===== src/rtl/greenhouse_pkg.sv =====
// Shared state encodings and width helpers for the
// greenhouse actuator scheduler.
package greenhouse_pkg;

    localparam logic [1:0] ST_IDLE  = 2'b00;
    localparam logic [1:0] ST_SERVE = 2'b01;
    localparam logic [1:0] ST_EMERG = 2'b10;

    // Bits needed to hold values 0..n inclusive.
    function automatic int cnt_w(input int n);
        return $clog2(n + 1);
    endfunction

endpackage


===== src/rtl/gh_channel_timer.sv =====
// Per-channel on-time and cooldown tracking.
// NO_LIMIT channels never time out and never cool down.
module gh_channel_timer
    import greenhouse_pkg::*;
#(
    parameter int MIN_ON   = 4,
    parameter int MAX_ON   = 16,
    parameter int COOLDOWN = 8,
    parameter bit NO_LIMIT = 1'b0
) (
    input  logic clk,
    input  logic reset,
    input  logic act_cur,
    input  logic act_nxt,
    input  logic start_cd,
    output logic can_release,
    output logic timeout,
    output logic blocked
);

    localparam int OW = cnt_w(MAX_ON);
    localparam int CW = cnt_w(COOLDOWN);

    logic [OW-1:0] on_cnt;
    logic [CW-1:0] cd_cnt;

    // on_cnt = cycles the actuator has been on, including this one;
    // cd_cnt counts down the blocked window after a timeout.
    always_ff @(posedge clk) begin
        if (reset) begin
            on_cnt <= '0;
            cd_cnt <= '0;
        end else begin
            if (!act_nxt)
                on_cnt <= '0;
            else if (!act_cur)
                on_cnt <= OW'(1);
            else if (on_cnt != OW'(MAX_ON))
                on_cnt <= on_cnt + 1'b1;

            if (start_cd && !NO_LIMIT)
                cd_cnt <= CW'(COOLDOWN);
            else if (cd_cnt != '0)
                cd_cnt <= cd_cnt - 1'b1;
        end
    end

    assign can_release = on_cnt >= OW'(MIN_ON);
    assign timeout     = !NO_LIMIT && (on_cnt >= OW'(MAX_ON));
    // The timeout edge itself opens the first low cycle, so the last
    // count (1) no longer blocks: exactly COOLDOWN low cycles.
    assign blocked     = cd_cnt > CW'(1);

endmodule


===== src/rtl/greenhouse_actuator_scheduler.sv =====
// Maps sensor requests to actuator enables with on-time limits,
// cooldown, a concurrency cap and an emergency override.
module greenhouse_actuator_scheduler
    import greenhouse_pkg::*;
#(
    parameter int N_CH       = 6,
    parameter int MIN_ON     = 4,
    parameter int MAX_ON     = 16,
    parameter int COOLDOWN   = 8,
    parameter int MAX_ACTIVE = 2,
    parameter int EMERG_CH   = 5
) (
    input  logic                       clk,
    input  logic                       reset,
    input  logic [N_CH-1:0]            req,
    input  logic                       enable,
    input  logic                       fault_clr,
    output logic [N_CH-1:0]            act,
    output logic [1:0]                 state,
    output logic [cnt_w(N_CH)-1:0]     n_active,
    output logic [N_CH-1:0]            fault_ch
);

    localparam int NA_W = cnt_w(N_CH);

    logic [N_CH-1:0] can_rel;
    logic [N_CH-1:0] tmo;
    logic [N_CH-1:0] blk;
    logic [N_CH-1:0] tmo_hit;
    logic [N_CH-1:0] act_d;
    logic [1:0]      state_d;
    logic [NA_W-1:0] pop;
    int              kept;

    for (genvar i = 0; i < N_CH; i++) begin : g_ch
        gh_channel_timer #(
            .MIN_ON   (MIN_ON),
            .MAX_ON   (MAX_ON),
            .COOLDOWN (COOLDOWN),
            .NO_LIMIT (i == EMERG_CH)
        ) u_timer (
            .clk         (clk),
            .reset       (reset),
            .act_cur     (act[i]),
            .act_nxt     (act_d[i]),
            .start_cd    (tmo_hit[i]),
            .can_release (can_rel[i]),
            .timeout     (tmo[i]),
            .blocked     (blk[i])
        );
    end

    // Emergency override, then release/timeout, then ascending grants.
    // On emergency exit the emergency bit releases in the normal path.
    always_comb begin
        act_d   = '0;
        tmo_hit = '0;
        state_d = state;
        kept    = 0;
        if (req[EMERG_CH]) begin
            act_d[EMERG_CH] = 1'b1;
            state_d         = ST_EMERG;
        end else if (state == ST_EMERG && !can_rel[EMERG_CH]) begin
            act_d[EMERG_CH] = 1'b1;
        end else begin
            for (int i = 0; i < N_CH; i++) begin
                if (act[i] && tmo[i]) begin
                    tmo_hit[i] = 1'b1;
                end else if (act[i] && (req[i] || !can_rel[i])) begin
                    act_d[i] = 1'b1;
                    kept     = kept + 1;
                end
            end
            for (int i = 0; i < N_CH; i++) begin
                if (enable && req[i] && !act[i] && !blk[i] &&
                    kept < MAX_ACTIVE) begin
                    act_d[i] = 1'b1;
                    kept     = kept + 1;
                end
            end
            state_d = (act_d != '0) ? ST_SERVE : ST_IDLE;
        end
    end

    // Population count of the next actuator vector.
    always_comb begin
        pop = '0;
        for (int i = 0; i < N_CH; i++)
            pop = pop + NA_W'(act_d[i]);
    end

    // Output registers; a timeout on the clear edge still sets its flag.
    always_ff @(posedge clk) begin
        if (reset) begin
            act      <= '0;
            state    <= ST_IDLE;
            n_active <= '0;
            fault_ch <= '0;
        end else begin
            act      <= act_d;
            state    <= state_d;
            n_active <= pop;
            fault_ch <= (fault_clr ? '0 : fault_ch) | tmo_hit;
        end
    end

endmodule


===== config.mk =====
export PLATFORM = sky130hd
export DESIGN_NAME = greenhouse_actuator_scheduler
export DESIGN_NICKNAME = d
export VERILOG_FILES = /design/src/rtl/greenhouse_pkg.sv /design/src/rtl/gh_channel_timer.sv /design/src/rtl/greenhouse_actuator_scheduler.sv
export SDC_FILE = /design/constraint.sdc
export NUM_CORES = 1
export LEC_CHECK = 0
export ABC_AREA = 1
export BUFFER_PORTS_ARGS = -buffer_cell sky130_fd_sc_hd__buf_2
export CORE_UTILIZATION = 45
export CTS_CLUSTER_SIZE = 40
export DETAILED_ROUTE_END_ITERATION = 10
export HOLD_SLACK_MARGIN = 0.15
export RECOVER_POWER = 25
export REMOVE_ABC_BUFFERS = 1
export SLEW_MARGIN = 20
export SYNTH_ARGS = -nofsm -noshare
export SYNTH_HDL_FRONTEND = slang
export SYNTH_SLANG_ARGS = --single-unit

===== constraint.sdc =====
create_clock -name clk -period 14.5 [get_ports clk]
set_clock_uncertainty 0.2 [all_clocks]
set_input_delay 1.45 -clock clk [delete_from_list [all_inputs] [get_ports clk]]
set_output_delay 1.45 -clock clk [all_outputs]
set_load 0.02 [all_outputs]

# ---- Yosys cells after proc, flatten, opt, wreduce, memory -nomap -nowiden
# Index checks and enable logic that the tools add are counted.
dict set report totals {
  wordCells 299
  register_bits 71
  output_inout_bits 17
}
dict set report op_classes {
  addsub 27
  n_lt_le_gt_ge 23
  reduce_logical 90
  bitwise 13
  eq_ne 14
  n_mux 104
}
# operator n
set ops {}
lappend ops {{$mux 32} 36}
lappend ops {{$add 32x2->32 const B} 10}
lappend ops {{$lt 32x3->1 const B} 6}
lappend ops {{$mux 1} 51}
lappend ops {{$mux 4} 10}
lappend ops {{$logic_and 1x1->1} 36}
lappend ops {{$add 5x1->5 const B} 6}
lappend ops {{$ge 5x3->1 const B} 6}
lappend ops {{$ne 5x5->1 const B} 6}
lappend ops {{$ge 5x5->1 const B} 5}
lappend ops {{$gt 4x1->1 const B} 6}
lappend ops {{$reduce_bool 4->1} 6}
lappend ops {{$reduce_or 2->1} 12}
lappend ops {{$sub 4x1->4 const B} 6}
lappend ops {{$mux 5} 4}
lappend ops {{$logic_not 1->1} 18}
lappend ops {{$reduce_or 3->1} 6}
lappend ops {{$ne 2x1->1 const B} 6}
lappend ops {{$not 1->1} 12}
lappend ops {{$reduce_bool 2->1} 5}
lappend ops {{$add 3x1->3} 3}
lappend ops {{$logic_or 1x1->1} 6}
lappend ops {{$mux 6} 1}
lappend ops {{$or 6x6->6} 1}
lappend ops {{6 further kinds} 7}

# ---- Logic depth before layout (Yosys ltp)
dict set report logic_depth {
  depth_word 66
  depth_mapped 52
  mapped_depth_nobuf 51
}

# ---- By module
# Synthesis repeated with hierarchy kept, for this count alone.
dict set report unflattened {
  cells_unflattened 632
  hier_area_um2 4576.9
}
# module cells_each seq_area_each_um2 n_inst area_each_um2
set modules_own_cells {}
lappend modules_own_cells {{gh_channel_timer at g_ch[0].u_timer ...} 61 180.2 5 464.2}
lappend modules_own_cells {greenhouse_actuator_scheduler 260 340.3 1 1770.4}
lappend modules_own_cells {{gh_channel_timer at g_ch[5].u_timer} 67 180.2 1 485.5}

# ---- Worst setup path before layout
# No wires, ideal clock.
dict set report synth_path {
  path_type {input-to-reg}
  startpoint {input port req[0]}
  endpoint {register n_active[1]}
  stages 51
  arrival_ps 8197
  slack_ps 6037
  n_path_buf 0
  t_required_ps 14234
  cell_sequence {inv_1 -> o21ai_4 -> nand2_1 -> inv_1 -> ha_1 -> nand2_1 -> nand2_4 -> ha_1 -> nand3_1 -> nand2_1 -> ha_1 -> or2_0 -> nand2_1 -> inv_1 -> ha_1 -> or2_2 -> nand2_2 -> inv_1 -> (+15 left out) -> ha_1 -> inv_1 -> nand2_2 -> nand2_2 -> inv_1 -> ha_1 -> nor2_1 -> inv_1 -> nand4_1 -> nand2_1 -> nand3_1 -> inv_1 -> fa_1 -> inv_1 -> ha_1 -> inv_1 -> fa_1 -> nor2_1}
}
dict set report synth_via {
  elab_chain_len 63
}
# item line
set synth_rtl {}
lappend synth_rtl {{from (decl)} greenhouse_actuator_scheduler.sv:15} ;# input logic [N_CH-1:0] req,
lappend synth_rtl {{$logic_or 1x1->1} greenhouse_actuator_scheduler.sv:69} ;# end else if (act[i] && (req[i] || !can_rel[i])) begin
lappend synth_rtl {{$logic_and 1x1->1} greenhouse_actuator_scheduler.sv:69}
lappend synth_rtl {{$mux 1} greenhouse_actuator_scheduler.sv:69}
lappend synth_rtl {{$mux 1} greenhouse_actuator_scheduler.sv:67} ;# if (act[i] && tmo[i]) begin
lappend synth_rtl {{$mux 32} greenhouse_actuator_scheduler.sv:63} ;# end else if (state == ST_EMERG && !can_rel[EMERG_CH]) begin
lappend synth_rtl {{$mux 32} greenhouse_actuator_scheduler.sv:60} ;# if (req[EMERG_CH]) begin
lappend synth_rtl {{$add 32x2->32} greenhouse_actuator_scheduler.sv:71} ;# kept = kept + 1;
lappend synth_rtl {{$mux 32} greenhouse_actuator_scheduler.sv:69}
lappend synth_rtl {{(+47 left out)} n/a}
lappend synth_rtl {{$lt 32x3->1} greenhouse_actuator_scheduler.sv:76} ;# kept < MAX_ACTIVE) begin
lappend synth_rtl {{$logic_and 1x1->1} greenhouse_actuator_scheduler.sv:75} ;# if (enable && req[i] && !act[i] && !blk[i] &&
lappend synth_rtl {{$mux 1} greenhouse_actuator_scheduler.sv:75}
lappend synth_rtl {{$mux 1} greenhouse_actuator_scheduler.sv:63}
lappend synth_rtl {{$mux 1} greenhouse_actuator_scheduler.sv:60}
lappend synth_rtl {{$mux 1} greenhouse_actuator_scheduler.sv:63}
lappend synth_rtl {{$mux 1} greenhouse_actuator_scheduler.sv:60}
lappend synth_rtl {{$add 3x1->3 (*)} greenhouse_actuator_scheduler.sv:89} ;# pop = pop + NA_W'(act_d[i]);
lappend synth_rtl {{to (signal assigned)} greenhouse_actuator_scheduler.sv:102} ;# n_active <= pop;
lappend synth_rtl {{to (decl)} greenhouse_actuator_scheduler.sv:20} ;# output logic [cnt_w(N_CH)-1:0] n_active,
# Every way passes the cells marked *; elsewhere a longest branch is shown, timed or not. The select of a mux whose other input is x is not followed.
# A chain may end at the register's enable or synchronous reset.

# ---- Worst setup path in the final report
# Same ends and word-level chain as after synthesis.

==> flow_summary.json <==
{
  "outcome": "complete, no violations",
  "yosys.area.top_type": "dfxtp_1",
  "n_fill_cell": 1020,
  "gp_congestion": 0.911,
  "slew_viol_final": 0,
  "wl_met1_um": 4730,
  "syn_inst": 612,
  "cpMostUsedCell": "inv_1",
  "antenna_cells": 0,
  "grt_pass1_wl_um": 16000,
  "synth_common_cells": "inv_1 (95), nand2_1 (90), nor2_1 (75)",
  "cts_resized": 0,
  "p_leak_nw": 2.19,
  "hold_start": "g_ch[0].u_timer.cd_cnt[1]$_SDFFE_PP0P_",
  "route.met2.wl_um": 4200,
  "slowest_stage": "fa_1",
  "r2r_start": "g_ch[0].u_timer.on_cnt[2]$_SDFFE_PP0N_",
  "cp_max_fo": 4,
  "synth_cell_types": 43,
  "first_pass_iters": 4,
  "cap_violations": 0,
  "r2r_slack_ns": 6.52,
  "wl_um": 9350,
  "clkTransAtPathRegs_ns": 0.08,
  "synth_edf_count": 0,
  "fp.dieW_um": 102,
  "nNetsFinal": 686,
  "ant_nets": 0,
  "top_layer_used": "met4",
  "grt_max_degree": 19,
  "rows": 36,
  "die_area_mm2": 0.0104,
  "fin_crit_ns": 8.77,
  "rsz0062_at_grt": "false",
  "track_usage_pct": 20.0,
  "drive_gt1_share_pct": 15.6,
  "cts_max_level": 3,
  "drt-vias-per-instance": 4.88,
  "hold_slack_ns": 0.264,
  "drc": 0,
  "cts_sinks": 70,
  "post-cts-setup-buffers": 0,
  "slowest_delay_ns": 0.47,
  "dr_wl_met3_um": 277,
  "tritoncts": "built",
  "r2r_cells": 50,
  "crit_type": "in2reg",
  "hpwl_um": 7240,
  "endpoint_kind": "register",
  "synth_area_leaders": "dfxtp_1 (31%), ha_1 (9.8%), inv_1 (8.0%)",
  "min_period_over_period_pct": 60.4,
  "ys_seq_elements": 70,
  "hold_class": "reg2reg",
  "netlist.area_leader.share_pct": 31.3,
  "drt_iter0_drc": 142,
  "port_buffers": 25,
  "areaGrowthSynthToFinish_pct": 9.49,
  "cts_made_buffers": 9,
  "hold-path-endpoint": "g_ch[0].u_timer.cd_cnt[1]$_SDFFE_PP0P_",
  "timing.rr.end": "n_active[1]$_SDFF_PP0_",
  "finalSetupViolCount": 0,
  "clock_latency_ns": 0.36,
  "core_area_mm2": 0.00973,
  "tightestPinTransition_ns": 1.02,
  "grt_pass1_vias": 3585,
  "max_freq_ghz": 0.114,
  "power_density_mw_per_mm2": 150,
  "seq_area_frac_synth_pct": 31.3,
  "tns_ns": 0,
  "ir_worst_vdd_uv": 65.7,
  "die-height_um": 102,
  "dr_total_vias": 3786,
  "ys_async_sr_fraction_pct": 0,
  "netlist_area_mm2": 0.00448,
  "ios": 27,
  "worst_slack_ns": 5.73,
  "total_power_w": 0.000736,
  "slew_headroom_pct": 32.1,
  "yosysMostFrequentCell": "inv_1",
  "antenna_found_initial": 0,
  "cts-hold-fix-buffers": 0,
  "required_ns": 14.52,
  "avgSynthCellArea_um2": 7.32,
  "placed_area_mm2": 0.00470,
  "synth_ff_type": "dfxtp_1",
  "clk_root_buffer_cell": "clkbuf_8",
  "pre_cts_ws_ns": 5.41,
  "yosys_warnings": 0,
  "start_util_pct": 46.1,
  "cp-start-kind": "input port",
  "gr-total-overflow": 0,
  "final_area_mm2": 0.00491,
  "wl_per_cell_um": 12.1,
  "arrival_ns": 8.78,
  "clock_path_buffers": 2,
  "worstHoldPathCells": 2,
  "final-hold-violation-count": 0
}
cell type report:
class / instances / area [µm²] / area share (%)
Sequential cell: 70 / 1400 / 28.6
Tap cell: 133 / 166 / 3.39
Clock inverter: 5 / 81.3 / 1.66
Timing Repair Buffer: 25 / 111 / 2.27
Multi-Input combinational cell: 430 / 2620 / 53.4
Clock buffer: 11 / 141 / 2.88
Inverter: 102 / 383 / 7.80
cell families (layout without fill, tap and decap cells):
group | Yosys count | after routing | synth area share, %
AND/OR/NAND/NOR | 300 | 300 | 34.1
AO/OA/AOI/OAI | 75 | 75 | 10.1
other | 1 | 1 | 0.0837
adder cells (fa/ha/maj) | 38 | 38 | 11.1
XOR/XNOR | 15 | 15 | 2.93
multiplexers | 1 | 1 | 0.223
buffers and inverters | 112 | 143 | 10.2
flip-flops | 70 | 70 | 31.3
state kept, by name, summed over array words and instances (netlist names):
name and flops:
act 6, fault_ch 5, g_ch.u_timer.cd_cnt 24, g_ch.u_timer.on_cnt 30, n_active 3, state 2
routing by layer:
metal	GRT usage (%)	vias up
met5	0	-
met4	7.47	0
met3	4.83	12
met2	31.9	42
met1	26.1	1712
li1	-	2020
through the flow:
| stage | utilization, % | instances |
|---|---|---|
| final | 50.4 | 776 |
| after global routing | 50.4 | 776 |
| after CTS | 50.6 | 776 |
| after detailed placement | 48.3 | 760 |
| after global placement | 48.3 | 760 |
| after floorplan | - | 602 |
layout by cell type, fill, tap and decap left out, types with 12 or more instances in the layout:
master	synthesis	layout
a21oi_1	38	38
buf_2	1	14
clkbuf_1	1	12
dfxtp_1	70	70
ha_1	35	35
inv_1	95	95
nand2_1	90	90
nand2_2	14	14
nand3_1	36	36
nand4_1	16	16
nor2_1	75	76
nor3_1	13	13
o21ai_0	14	14
worst max-delay path by stage:
stage / startpoint / end / slack, ns / cells after the start
floorplan: req[0] / n_active[1]$_SDFF_PP0_ / 6.03 / 51
global route: req[0] / n_active[1]$_SDFF_PP0_ / 5.08 / 52
detailed placement: req[0] / n_active[1]$_SDFF_PP0_ / 5.41 / 52
global placement: req[0] / n_active[1]$_SDFF_PP0_ / 5.60 / 52
finish: req[0] / n_active[1]$_SDFF_PP0_ / 5.73 / 52
CTS: req[0] / n_active[1]$_SDFF_PP0_ / 5.77 / 52
worst max-delay path: cells and delay by family:
| family | cells | cell delay [ns] |
|---|---|---|
| simple gates | 24 | 2.71 |
| xor+xnor | 3 | 0.56 |
| compound gates | 1 | 0.07 |
| buf+inv | 13 | 0.84 |
| fa+ha+maj | 11 | 3.16 |
power by group:
group	total, W	internal (W)	switching [W]
logic	0.000308	0.000121	0.000186
registers	0.000248	0.000223	0.0000243
clock network	0.000181	0.000102	0.0000788
total	0.000736	0.000447	0.000290
(Power assumes the default switching activity.)
